`src/rtl/ws2812_chain_tx_if.sv`:
```
// ws2812_chain_tx_if: handshake, frame-RAM and LED pin signals of ws2812_chain_tx.
// The brightness signal exists only when BRIGHTNESS_SCALE_EN is defined.
interface ws2812_chain_tx_if #(
  parameter int ADDR_W = 8
);
  logic              start;
  logic              continuous;
  logic              busy;
  logic              frame_done;
  logic [ADDR_W-1:0] mem_addr;
  logic [7:0]        mem_data;
  logic              led_dout;
`ifdef BRIGHTNESS_SCALE_EN
  logic [7:0]        brightness;

  modport master (
    output start, continuous, mem_data, brightness,
    input  busy, frame_done, mem_addr, led_dout
  );

  modport slave (
    input  start, continuous, mem_data, brightness,
    output busy, frame_done, mem_addr, led_dout
  );
`else
  modport master (
    output start, continuous, mem_data,
    input  busy, frame_done, mem_addr, led_dout
  );

  modport slave (
    input  start, continuous, mem_data,
    output busy, frame_done, mem_addr, led_dout
  );
`endif
endinterface

```
`src/rtl/ws2812_chain_tx.sv`:
```
// ws2812_chain_tx: streams a byte frame from synchronous-read RAM to a
// WS2812-class LED chain (MSB first, pulse-width coded bits, then a latch gap).
// The next byte is prefetched during the current byte so bit periods stay gapless.
// Optional: define BRIGHTNESS_SCALE_EN to scale every byte by a per-frame
// brightness value, latched at PRIME.
//
// state | meaning
// IDLE  | waiting for start, pin low, mem_addr at 0
// PRIME | byte 0 is on mem_data; load it and point mem_addr at byte 1
// HIGH  | high part of the current bit symbol
// LOW   | low part of the current bit symbol; the next byte sits on mem_data
// GAP   | end-of-frame latch gap, pin low
module ws2812_chain_tx #(
  parameter int NUM_LEDS      = 35,
  parameter int BYTES_PER_LED = 3,
  parameter int ADDR_W        = 8,
  parameter int T0H           = 20,
  parameter int T0L           = 42,
  parameter int T1H           = 40,
  parameter int T1L           = 22,
  parameter int TRESET        = 3000,
  parameter int CNT_W         = 16
) (
  input logic              clk,
  input logic              rst,
  ws2812_chain_tx_if.slave bus
);
  localparam int NBYTES = NUM_LEDS * BYTES_PER_LED;
  localparam logic [ADDR_W:0]   LAST_BYTE  = (ADDR_W+1)'(NBYTES - 1);
  localparam logic [ADDR_W:0]   NBYTES_W   = (ADDR_W+1)'(NBYTES);
  localparam logic [ADDR_W-1:0] ADDR_FIRST = (NBYTES > 1) ? ADDR_W'(1) : '0;
  localparam logic [CNT_W-1:0]  C_T0H      = CNT_W'(T0H - 1);
  localparam logic [CNT_W-1:0]  C_T0L      = CNT_W'(T0L - 1);
  localparam logic [CNT_W-1:0]  C_T1H      = CNT_W'(T1H - 1);
  localparam logic [CNT_W-1:0]  C_T1L      = CNT_W'(T1L - 1);
  localparam logic [CNT_W-1:0]  C_TRESET   = CNT_W'(TRESET - 1);

  typedef enum logic [2:0] {S_IDLE, S_PRIME, S_HIGH, S_LOW, S_GAP} state_t;

  state_t            state, state_nxt;
  logic [CNT_W-1:0]  cnt;
  logic [7:0]        shift;
  logic [7:0]        byte_in;
  logic [2:0]        bit_idx;
  logic [ADDR_W-1:0] byte_idx;
  logic [ADDR_W-1:0] mem_addr_q;
  logic [ADDR_W:0]   addr_plus2;
  logic              tc, last_bit, last_byte;
  logic              led_d, busy_d, gap_end_d;
  logic              led_q, busy_q, gap_end_q, done_q;

  function automatic logic [CNT_W-1:0] high_len(input logic b);
    return b ? C_T1H : C_T0H;
  endfunction

  function automatic logic [CNT_W-1:0] low_len(input logic b);
    return b ? C_T1L : C_T0L;
  endfunction

  assign tc         = (cnt == '0);
  assign last_bit   = (bit_idx == 3'd0);
  assign last_byte  = ({1'b0, byte_idx} == LAST_BYTE);
  assign addr_plus2 = {1'b0, byte_idx} + (ADDR_W+1)'(2);

`ifdef BRIGHTNESS_SCALE_EN
  logic [7:0]  bright_q;
  logic [7:0]  bright_sel;
  logic [16:0] product;

  // Byte 0 is loaded in the same cycle brightness is latched, so use the live value there.
  assign bright_sel = (state == S_PRIME) ? bus.brightness : bright_q;
  assign product    = 17'(bus.mem_data) * 17'({1'b0, bright_sel} + 9'd1);
  assign byte_in    = 8'(product >> 8);

  // Hold the frame's brightness from PRIME onwards.
  always_ff @(posedge clk) begin
    if (rst)                   bright_q <= '0;
    else if (state == S_PRIME) bright_q <= bus.brightness;
  end
`else
  assign byte_in = bus.mem_data;
`endif

  // State register.
  always_ff @(posedge clk) begin
    if (rst) state <= S_IDLE;
    else     state <= state_nxt;
  end

  // Next-state decode.
  always_comb begin
    state_nxt = state;
    case (state)
      S_IDLE:  if (bus.start) state_nxt = S_PRIME;
      S_PRIME: state_nxt = S_HIGH;
      S_HIGH:  if (tc) state_nxt = S_LOW;
      S_LOW:   if (tc) state_nxt = (last_bit && last_byte) ? S_GAP : S_HIGH;
      S_GAP:   if (tc) state_nxt = bus.continuous ? S_PRIME : S_IDLE;
      default: state_nxt = S_IDLE;
    endcase
  end

  // Output decode; registered below so every pin is a flop output.
  always_comb begin
    led_d     = (state == S_HIGH);
    busy_d    = (state != S_IDLE);
    gap_end_d = (state == S_GAP) && tc;
  end

  // Output registers. led_dout lags state by one cycle, so frame_done takes a
  // second stage to land exactly where the gap ends on the pin.
  always_ff @(posedge clk) begin
    if (rst) begin
      led_q     <= 1'b0;
      busy_q    <= 1'b0;
      gap_end_q <= 1'b0;
      done_q    <= 1'b0;
    end else begin
      led_q     <= led_d;
      busy_q    <= busy_d;
      gap_end_q <= gap_end_d;
      done_q    <= gap_end_q;
    end
  end

  // Symbol timer, shifter and byte prefetch.
  always_ff @(posedge clk) begin
    if (rst) begin
      cnt        <= '0;
      shift      <= '0;
      bit_idx    <= '0;
      byte_idx   <= '0;
      mem_addr_q <= '0;
    end else begin
      case (state)
        S_IDLE: begin
          cnt        <= '0;
          mem_addr_q <= '0;
        end
        S_PRIME: begin
          shift      <= byte_in;
          mem_addr_q <= ADDR_FIRST;
          bit_idx    <= 3'd7;
          byte_idx   <= '0;
          cnt        <= high_len(byte_in[7]);
        end
        S_HIGH: begin
          if (tc) cnt <= low_len(shift[7]);
          else    cnt <= cnt - CNT_W'(1);
        end
        S_LOW: begin
          if (!tc) begin
            cnt <= cnt - CNT_W'(1);
          end else if (!last_bit) begin
            shift   <= {shift[6:0], 1'b0};
            bit_idx <= bit_idx - 3'd1;
            cnt     <= high_len(shift[6]);
          end else if (!last_byte) begin
            shift      <= byte_in;
            byte_idx   <= byte_idx + ADDR_W'(1);
            mem_addr_q <= (addr_plus2 < NBYTES_W) ? addr_plus2[ADDR_W-1:0] : '0;
            bit_idx    <= 3'd7;
            cnt        <= high_len(byte_in[7]);
          end else begin
            mem_addr_q <= '0;
            cnt        <= C_TRESET;
          end
        end
        S_GAP: begin
          if (tc) cnt <= '0;
          else    cnt <= cnt - CNT_W'(1);
        end
        default: cnt <= '0;
      endcase
    end
  end

  assign bus.led_dout   = led_q;
  assign bus.busy       = busy_q;
  assign bus.frame_done = done_q;
  assign bus.mem_addr   = mem_addr_q;
endmodule

```
`src/flat_wrapper.sv`:
```
// flat-port wrapper written by rule: the top's interface ports become plain ports
module ws2812_chain_tx_flat 
#(
  parameter int NUM_LEDS      = 35,
  parameter int BYTES_PER_LED = 3,
  parameter int ADDR_W        = 8,
  parameter int T0H           = 20,
  parameter int T0L           = 42,
  parameter int T1H           = 40,
  parameter int T1L           = 22,
  parameter int TRESET        = 3000,
  parameter int CNT_W         = 16
)
  (clk, rst, bus_start, bus_continuous, bus_mem_data, bus_busy, bus_frame_done, bus_mem_addr, bus_led_dout);
  ws2812_chain_tx_if #(.ADDR_W(ADDR_W)) bus_i ();
  input logic clk;
  input logic rst;
  input wire logic [$bits(bus_i.start)-1:0] bus_start;
  input wire logic [$bits(bus_i.continuous)-1:0] bus_continuous;
  input wire logic [$bits(bus_i.mem_data)-1:0] bus_mem_data;
  output wire logic [$bits(bus_i.busy)-1:0] bus_busy;
  output wire logic [$bits(bus_i.frame_done)-1:0] bus_frame_done;
  output wire logic [$bits(bus_i.mem_addr)-1:0] bus_mem_addr;
  output wire logic [$bits(bus_i.led_dout)-1:0] bus_led_dout;
  assign bus_i.start = bus_start;
  assign bus_i.continuous = bus_continuous;
  assign bus_i.mem_data = bus_mem_data;
  assign bus_busy = bus_i.busy;
  assign bus_frame_done = bus_i.frame_done;
  assign bus_mem_addr = bus_i.mem_addr;
  assign bus_led_dout = bus_i.led_dout;
  ws2812_chain_tx #(.NUM_LEDS(NUM_LEDS), .BYTES_PER_LED(BYTES_PER_LED), .ADDR_W(ADDR_W), .T0H(T0H), .T0L(T0L), .T1H(T1H), .T1L(T1L), .TRESET(TRESET), .CNT_W(CNT_W)) u_core (.clk(clk), .rst(rst), .bus(bus_i));
endmodule
```
`config.mk`:
```
export PLATFORM = sky130hd
export DESIGN_NAME = ws2812_chain_tx_flat
export DESIGN_NICKNAME = d
export VERILOG_FILES = /design/src/rtl/ws2812_chain_tx_if.sv /design/src/rtl/ws2812_chain_tx.sv /design/src/flat_wrapper.sv
export SDC_FILE = /design/constraint.sdc
export NUM_CORES = 1
export LEC_CHECK = 0
export BUFFER_PORTS_ARGS = -buffer_cell sky130_fd_sc_hd__buf_2
export CORE_ASPECT_RATIO = 0.9
export CORE_MARGIN = 3
export CORE_UTILIZATION = 50
export CTS_BUF_LIST = sky130_fd_sc_hd__clkbuf_2
export CTS_CLUSTER_SIZE = 24
export DETAILED_ROUTE_END_ITERATION = 12
export PLACE_DENSITY = 0.77
export SLEW_MARGIN = 10
export SYNTH_ARGS = -nofsm -noshare
export SYNTH_HDL_FRONTEND = slang
export SYNTH_SLANG_ARGS = --single-unit
```
`constraint.sdc`:
```
create_clock -name clk -period 2.8 [get_ports clk]
set_clock_uncertainty 0.1 [all_clocks]
set_input_delay 0 -clock clk [delete_from_list [all_inputs] [get_ports clk]]
set_output_delay 0 -clock clk [all_outputs]
set_load 0.05 [all_outputs]
```
==> results.sh, run 1 <==
export IMPL_pre_cts_ws_ns=0.0999
export IMPL_worst_setup_path_end_kind="flop"
export IMPL_grt_pass1_vias=2147
export IMPL_h_tree_depth=2
export IMPL_ir_drop_mv=0.670
export IMPL_worstHoldPathCells=5
export IMPL_status="complete, no violations"
export IMPL_period_share_pct=93.1
export IMPL_holdWs_ns=0.0986
export IMPL_io_buffers=22
export IMPL_drt_total_wl_um=5640
export IMPL_cts_buffer_depth=2
export IMPL_ios=23
export IMPL_initial_utilization_pct=53.2
export IMPL_coreArea_sq_um=4950
export IMPL_synthesis_area_sq_um=2640
export IMPL_fin_setup_tns_ns=0
export IMPL_clkLatencyLatePin_ns=0.45
export IMPL_slew_viol_final=0
export IMPL_cp_top_family="simple AND/OR/NAND/NOR gates"
export IMPL_grt_setup_unrepaired="no"
export IMPL_hold_viol_final=0
export IMPL_drc_errors=0
export IMPL_stdcell_count=410
export IMPL_grt_max_degree=31
export IMPL_setup_ws_ns=0.193
export IMPL_gp_congestion=0.850
export IMPL_synth_ff_type="dfxtp_1"
export IMPL_fin_crit_ns=2.61
export IMPL_dr_pass1_iters=4
export IMPL_postSynthAreaPerCell_sq_um=8.50
export IMPL_syn_num_nets=329
export IMPL_max_freq_mhz=384
export IMPL_dp_hpwl_um=4060
export IMPL_hp_class="in -> reg"
export IMPL_cts_sinks=50
export IMPL_grt_util_all_layers_pct=19.9
export IMPL_dieArea_sq_um=6180
export IMPL_synth_most_common_cell="dfxtp_1"
export IMPL_start_kind="flop"
export IMPL_nFillCells=452
export IMPL_fp_dieH_um=74.9
export IMPL_r2r_cells=8
export IMPL_netlist_instances=310
export IMPL_holdPathEnd="u_core.state[0]"
export IMPL_drtIter0Drc=167
export IMPL_critPathKind="reg -> reg"
export IMPL_max_stage_delay_ns=0.64
export IMPL_cts_tree="yes"
export IMPL_placedCellCount=391
export IMPL_ys_ff_latch=50
export IMPL_crit_fanout=8
export IMPL_r2r_end="u_core.byte_idx[3]"
export IMPL_cp_buffers_inverters=2
export IMPL_synthDistinctLibCells=52
export IMPL_rows=24
export IMPL_synth_top_area_share_pct=38.0
export IMPL_synth_edff_count=0
export IMPL_vias=2315
export IMPL_syn_to_final_growth_pct=14.2
export IMPL_grt_pass1_wl_um=9700
export IMPL_grt_overflow=0
export IMPL_leakage_nw=1.14
export IMPL_final_layout_size_suffix_gt1_share_pct=16.2
export IMPL_cts_resized=0
export IMPL_dieWidth_um=82.5
export IMPL_worst_pin_slew_ns=0.856
export IMPL_r2r_slack_ns=0.19
export IMPL_cts_buffers=5
export IMPL_yosys_top_cells_area="dfxtp_1, nor2_1, xnor2_1, a21oi_1, nand2_1"
export IMPL_synth_top_area_cell="dfxtp_1"
export IMPL_viasPerCell=5.65
export IMPL_cp_required_ns=3.11
export IMPL_setup_viol=0
export IMPL_timing_rr_start="u_core.cnt[0]"
export IMPL_clockRootBuffer="clkbuf_2"
export IMPL_num_antenna_cells=0
export IMPL_path_cells="inv_1 > ha_1 > or4b_2 > nor4_4 > a41oi_1 > buf_4 > or3_1 > a21oi_1"
export IMPL_slew_headroom_pct=42.6
export IMPL_max_cap_violations=0
export IMPL_crit_arrival_ns=2.92
export IMPL_worst_path_max_delay_cell="or4b_2"
export IMPL_power_density_nw_per_um2=938
export IMPL_synth_common_cells="dfxtp_1, nor2_1, nand2_1, a21oi_1, o21ai_0"
export IMPL_ys_seq_area_share_pct=38.0
export IMPL_wl_per_cell_um=13.8
export IMPL_ant_nets=0
export IMPL_async_flop_share_pct=0
export IMPL_clk_pin_slew_ns=0.25
export IMPL_ys_warn_count=0
export IMPL_nets=363
export IMPL_antenna_found_initial=0
export IMPL_hp_start="bus_start"
## tightest hold or removal path, cell delays in order
cell and delay (ns):
buf_2 0.10, nor2b_1 0.11, a211oi_1 0.19, a2111oi_0 0.09
a21o_1 0.15
## worst max path at each step
stage,from,endpoint,cells after the start
global route,u_core.cnt[1],u_core.byte_idx[4],8
detailed placement,u_core.cnt[0],u_core.shift[2],7
CTS,u_core.cnt[0],u_core.shift[2],7
finish,u_core.cnt[0],u_core.byte_idx[3],8
floorplan,u_core.cnt[0],u_core.bit_idx[2],8
global placement,u_core.cnt[0],u_core.shift[0],7
## logic make-up after synthesis
logic type / share of synthesized area (%)
compound gates: 19.7
xor+xnor: 5.98
fa+ha+maj: 3.32
buf+inv: 5.03
flops: 38.0
mux: 3.04
simple gates: 24.9
## area by class of cell
cell class	instances	area [sq um]	area share, %
flip-flops and latches	50	1000	33.3
multi-input cells	230	1500	49.9
well taps	65	81.3	2.70
repair buffers	43	305	10.1
clock buffers	6	30.0	0.998
clock inverters	2	37.5	1.25
inverters	14	52.6	1.75
## metal layers
layer	global-route usage, %	share of wire, %	up-vias
li1	-	-	1176
met1	26.2	48	1086
met2	33.7	47	47
met3	3.59	4.5	6
met4	5.44	1.2	0
met5	0	0	-
## sequential cells by signal, indices dropped and copies added (netlist names)
signal / cells
u_core.cnt: 16
u_core.bus.mem_addr: 8
u_core.byte_idx: 8
u_core.shift: 8
u_core.bit_idx: 3
u_core.state: 3
u_core.bus.busy: 1
u_core.bus.frame_done: 1
u_core.bus.led_dout: 1
u_core.gap_end_q: 1
## metrics by stage
| step | instance area [sq um] | util, % | total power [mW] |
|---|---|---|---|
| after floorplan | 2640 | - | 2.16 |
| after global placement | 2820 | 56.9 | 2.37 |
| after detailed placement | 2820 | 56.9 | 2.41 |
| after CTS | 2990 | 60.3 | 2.81 |
| after global routing | 3010 | 60.7 | 3.05 |
| final | 3010 | 60.7 | 2.82 |
## placed cells by master, fill, tap and decap left out, types with 6 or more instances in the layout
cell type,count
xor2_1,6
buf_4,10
inv_1,14
mux2i_1,8
xnor2_1,12
a211oi_1,7
buf_2,22
ha_1,7
dfxtp_1,50
nand2_1,25
clkbuf_2,6
or3_1,10
nand3_1,8
a21oi_1,20
dlygate4sd3_1,10
nor2b_1,6
o21ai_0,16
nor2_1,32
nand2b_1,7
nor3_1,6
## power breakdown
part / internal [mW] / switching [mW] / total, mW
combinational: 0.641 / 0.880 / 1.52
clock: 0.154 / 0.237 / 0.391
sequential: 0.826 / 0.0855 / 0.911
## what timing repair did
action / 4_1_cts / 5_1_grt
setup endpoints to repair: 0 / 9
endpoints found under the hold margin: 20 / 0
hold buffers: 10 / 0
buffers inserted: 0 / 1
(Power assumes the default switching activity.)
==> run 2, diff against run 1 <==
--- a/config.mk
+++ b/config.mk
@@ -6,13 +6,15 @@
 export NUM_CORES = 1
 export LEC_CHECK = 0
 export BUFFER_PORTS_ARGS = -buffer_cell sky130_fd_sc_hd__buf_2
+export CELL_PAD_IN_SITES_DETAIL_PLACEMENT = 1
+export CELL_PAD_IN_SITES_GLOBAL_PLACEMENT = 1
 export CORE_ASPECT_RATIO = 0.9
 export CORE_MARGIN = 3
-export CORE_UTILIZATION = 50
+export CORE_UTILIZATION = 47
 export CTS_BUF_LIST = sky130_fd_sc_hd__clkbuf_2
 export CTS_CLUSTER_SIZE = 24
 export DETAILED_ROUTE_END_ITERATION = 12
-export PLACE_DENSITY = 0.77
+export PLACE_DENSITY = 0.9
 export SLEW_MARGIN = 10
 export SYNTH_ARGS = -nofsm -noshare
 export SYNTH_HDL_FRONTEND = slang
==> results.sh, run 2 (synthesized netlist as in run 1, its figures left out) <==
export IMPL_slew_viol_final=0
export IMPL_max_cap_violations=0
export IMPL_dr_pass1_iters=4
export IMPL_fp_dieH_um=77.0
export IMPL_fin_crit_ns=2.66
export IMPL_regMostFlops="u_core.cnt"
export IMPL_hp_start="bus_start"
export IMPL_worst_pin_slew_ns=0.944
export IMPL_ir_drop_mv=0.469
export IMPL_largest_reg_flops=16
export IMPL_seq_power_share_pct=30.9
export IMPL_antenna_found_initial=0
export IMPL_vias=2585
export IMPL_leakage_nw=1.17
export IMPL_crit_arrival_ns=2.95
export IMPL_grt_pass1_wl_um=12100
export IMPL_combPwrFrac_pct=59.2
export IMPL_dp_hpwl_um=5000
export IMPL_power_switching_mw=1.37
export IMPL_slew_headroom_pct=36.7
export IMPL_nets=370
export IMPL_start_kind="flop"
export IMPL_hp_class="in -> reg"
export IMPL_grt_pass1_vias=2480
export IMPL_viasPerCell=6.17
export IMPL_power_density_nw_per_um2=979
export IMPL_cts_tree="yes"
export IMPL_crit_fanout=7
export IMPL_hold_viol_final=0
export IMPL_r2r_end="u_core.byte_idx[6]"
export IMPL_cts_buffer_depth=2
export IMPL_setup_viol=0
export IMPL_drtIter0Drc=174
export IMPL_wl_per_cell_um=19.2
export IMPL_r2r_slack_ns=0.14
export IMPL_syn_to_final_growth_pct=16.2
export IMPL_cts_sinks=50
export IMPL_grt_overflow=0
export IMPL_setup_ws_ns=0.136
export IMPL_final_common_cell="dfxtp_1"
export IMPL_clkLatencyLatePin_ns=0.45
export IMPL_period_share_pct=95.1
export IMPL_fin_setup_tns_ns=0
export IMPL_ios=23
export IMPL_max_freq_mhz=375
export IMPL_clockRootBuffer="clkbuf_2"
export IMPL_worstHoldPathCells=5
export IMPL_status="complete, no violations"
export IMPL_clk_pin_slew_ns=0.24
export IMPL_num_antenna_cells=0
export IMPL_grt_max_degree=31
export IMPL_ant_nets=0
export IMPL_h_tree_depth=2
export IMPL_drt_total_wl_um=8040
export IMPL_timing_rr_start="u_core.cnt[0]"
export IMPL_worst_setup_path_end_kind="flop"
export IMPL_swShare_pct=45.7
export IMPL_holdPathEnd="u_core.state[0]"
export IMPL_internal_power_mw=1.63
export IMPL_initial_utilization_pct=49.3
export IMPL_critPathKind="reg -> reg"
export IMPL_gp_congestion=0.825
export IMPL_dieWidth_um=84.9
export IMPL_cp_required_ns=3.09
export IMPL_dieArea_sq_um=6540
export IMPL_cts_buffers=5
export IMPL_io_buffers=22
export IMPL_grt_util_all_layers_pct=22.6
export IMPL_grt_setup_unrepaired="no"
export IMPL_power_frac_clock_pct=9.9
export IMPL_pre_cts_ws_ns=0.0414
export IMPL_r2r_cells=7
export IMPL_final_cell_mix="dfxtp_1, nor2_1, nand2_1"
export IMPL_final_layout_size_suffix_gt1_share_pct=18.5
export IMPL_rows=25
export IMPL_drc_errors=0
export IMPL_coreArea_sq_um=5350
## run 2: cell count changes in the layout (fill, tap and decap cells not counted), sizes merged
cell,delta
buf,+7
bufinv,-1
clkinv,+2
clkinvlp,-1
## run 2: metrics by stage
stage	hold slack (ns)	utilization (%)	area (sq um)	total power, mW	std cells
2_1_floorplan	0.0104	-	2640	2.16	310
3_3_place_gp	0.101	53.1	2840	2.39	395
3_5_place_dp	0.104	53.1	2840	2.45	395
4_1_cts	0.0952	55.8	2990	2.76	413
5_1_grt	0.141	57.2	3060	3.19	419
6_report	0.0875	57.2	3060	3.00	419
## run 2: layer usage
layer	vias to the layer above	global-route usage, %	routed length, um
met2	111	38.4	3830
met3	30	3.54	496
met5	-	0	0
met1	1253	29.2	3490
met4	0	7.12	218
li1	1191	-	-
## run 2: worst max-delay path, cell delays in order, from the launching register on
cell	delay (ns)
dfxtp_4	0.41
inv_1	0.08
ha_1	0.17
or4b_4	0.49
nor4_4	0.39
a41oi_4	0.21
or4_1	0.57
a21oi_1	0.19
## run 2: how the worst max path moves through the flow
stage          slack, ns     startpoint                 end
2_1_floorplan       0.27  u_core.cnt[0]   u_core.bit_idx[2]
3_3_place_gp        0.16  u_core.cnt[0]  u_core.byte_idx[7]
3_5_place_dp        0.04  u_core.cnt[0]  u_core.byte_idx[6]
4_1_cts            0.007  u_core.cnt[0]     u_core.shift[2]
5_1_grt             0.05  u_core.cnt[0]  u_core.byte_idx[6]
6_report            0.14  u_core.cnt[0]  u_core.byte_idx[6]
## run 2: area by class of cell
type                    count  area (sq um)
clock inverters             2          8.76
repair buffers             50           353
multi-input cells         230          1530
well taps                  67          83.8
fillers                   655          2290
inverters                  14          52.6
flip-flops and latches     50          1000
clock buffers               6          30.0
## run 2: repair_timing
action | in CTS | in global routing
pin swaps | 0 | 4
buffers inserted | 0 | 6
hold buffers | 10 | 0
resized for setup | 1 | 10
endpoints found under the hold margin | 20 | 0
endpoints found under the setup margin | 2 | 15
## run 2: power by group through the flow
stage | Combinational [mW] | Sequential (mW) | Clock (mW)
CTS | 1.54 | 0.918 | 0.297
global route | 1.92 | 0.941 | 0.334
floorplan | 1.22 | 0.940 | 0
detailed placement | 1.52 | 0.933 | 0
finish | 1.78 | 0.926 | 0.298
global placement | 1.47 | 0.926 | 0
==> run 3, diff against run 2 <==
==> constraint.sdc (replaced) <==
create_clock -name clk -period 2.98 [get_ports clk]
set_clock_uncertainty 0.1 [all_clocks]
set_input_delay 0 -clock clk [delete_from_list [all_inputs] [get_ports clk]]
set_output_delay 0 -clock clk [all_outputs]
set_load 0.05 [all_outputs]
==> results.sh, run 3 (synthesized netlist as in run 1, its figures left out) <==
export IMPL_initial_utilization_pct=49.3
export IMPL_clockRootBuffer="clkbuf_2"
export IMPL_drtIter0Drc=99
export IMPL_leakage_nw=1.15
export IMPL_vias=2405
export IMPL_setup_ws_ns=0.142
export IMPL_pre_cts_ws_ns=0.156
export IMPL_cp_required_ns=3.24
export IMPL_cts_sinks=50
export IMPL_gp_congestion=0.882
export IMPL_fin_setup_tns_ns=0
export IMPL_max_cap_violations=0
export IMPL_finalPower_mw=2.72
export IMPL_dieArea_sq_um=6540
export IMPL_worst_pin_slew_ns=0.940
export IMPL_drc_errors=0
export IMPL_slew_viol_final=0
export IMPL_clkLatencyLatePin_ns=0.42
export IMPL_grt_overflow=0
export IMPL_grt_util_all_layers_pct=21.7
export IMPL_drt_total_wl_um=7040
export IMPL_num_antenna_cells=0
export IMPL_period_share_pct=95.2
export IMPL_rows=25
export IMPL_wl_per_cell_um=17.0
export IMPL_fp_dieH_um=77.0
export IMPL_ios=23
export IMPL_h_tree_depth=2
export IMPL_path_cells="inv_1 > ha_1 > or4b_2 > nor4_4 > a41oi_1 > buf_4 > or4_1 > a21oi_1"
export IMPL_crit_arrival_ns=3.10
export IMPL_cp_buffers_inverters=2
export IMPL_largest_reg_flops=16
export IMPL_start_kind="flop"
export IMPL_dieWidth_um=84.9
export IMPL_clk_pin_slew_ns=0.24
export IMPL_status="complete, no violations"
export IMPL_viasPerCell=5.82
export IMPL_coreArea_sq_um=5350
export IMPL_grt_setup_unrepaired="no"
export IMPL_final_common_cell="dfxtp_1"
export IMPL_holdWs_ns=0.136
export IMPL_slew_headroom_pct=36.9
export IMPL_max_freq_mhz=352
export IMPL_ir_drop_mv=0.406
export IMPL_hold_viol_final=0
export IMPL_worst_setup_path_end_kind="flop"
export IMPL_cp_top_family="simple AND/OR/NAND/NOR gates"
export IMPL_antenna_found_initial=0
export IMPL_ant_nets=0
export IMPL_io_buffers=22
export IMPL_fin_crit_ns=2.84
export IMPL_regMostFlops="u_core.cnt"
export IMPL_worst_path_max_delay_cell="or4b_2"
export IMPL_cts_buffers=5
export IMPL_syn_to_final_growth_pct=14.1
export IMPL_max_stage_delay_ns=0.67
export IMPL_cts_tree="yes"
export IMPL_crit_fanout=16
export IMPL_dp_hpwl_um=4950
export IMPL_grt_max_degree=31
export IMPL_final_layout_size_suffix_gt1_share_pct=16.2
export IMPL_grt_pass1_vias=2416
export IMPL_dr_pass1_iters=4
export IMPL_nets=365
export IMPL_hp_class="in -> reg"
export IMPL_grt_pass1_wl_um=11700
export IMPL_final_cell_mix="dfxtp_1, nor2_1, nand2_1"
export IMPL_power_density_nw_per_um2=904
export IMPL_cts_buffer_depth=2
export IMPL_critPathKind="reg -> reg"
export IMPL_setup_viol=0
[run 3: layout make-up]
| cell class | instances | area [sq um] |
|---|---|---|
| Clock buffer | 5 | 25.0 |
| Clock inverter | 2 | 33.8 |
| Fill cell | 651 | 2340 |
| Inverter | 14 | 52.6 |
| Multi-Input combinational cell | 230 | 1500 |
| Sequential cell | 50 | 1000 |
| Tap cell | 67 | 83.8 |
| Timing Repair Buffer | 45 | 308 |
[run 3: per-layer routing]
| metal | wire length, um | vias to the layer above | share of wire (%) | global-route usage, % |
|---|---|---|---|---|
| met4 | 56 | 0 | 0.80 | 4.59 |
| li1 | - | 1181 | - | - |
| met3 | 276 | 6 | 3.9 | 3.44 |
| met1 | 3270 | 1174 | 46 | 29.7 |
| met5 | 0 | - | 0 | 0 |
| met2 | 3440 | 44 | 49 | 36.0 |
[run 3: final timing paths]
kind | startpoint | to | slack (ns) | depth (start not counted)
min | bus_start | u_core.state[0] | 0.14 | 5
min reg2reg | u_core.bus.mem_addr[3] | u_core.bus.mem_addr[3] | 0.36 | 2
max reg2reg | u_core.cnt[0] | u_core.byte_idx[6] | 0.14 | 8
max | u_core.cnt[0] | u_core.byte_idx[6] | 0.14 | 8
[run 3: what timing repair did]
item	4_1_cts	5_1_grt
hold buffers	10	0
hold endpoints to repair	20	0
setup endpoints to repair	0	3
resized for setup	0	0
setup buffers	0	6
[run 3: stage by stage]
stage | cells | area, sq um | util [%]
after floorplan | 310 | 2640 | -
after global placement | 390 | 2800 | 52.4
after detailed placement | 390 | 2800 | 52.4
after CTS | 407 | 2960 | 55.3
after global routing | 413 | 3010 | 56.2
final | 413 | 3010 | 56.2
[run 3: power breakdown]
part / internal (mW) / switching (mW)
Sequential: 0.776 / 0.0905
Combinational: 0.623 / 0.885
Clock: 0.135 / 0.207
[run 3: worst reg2reg max path, delay by kind of cell (launching register included)]
kind | cells | cell delay [ns]
buf+inv | 2 | 0.31
fa+ha+maj | 1 | 0.21
simple gates | 3 | 1.42
compound gates | 2 | 0.33
flops | 1 | 0.40
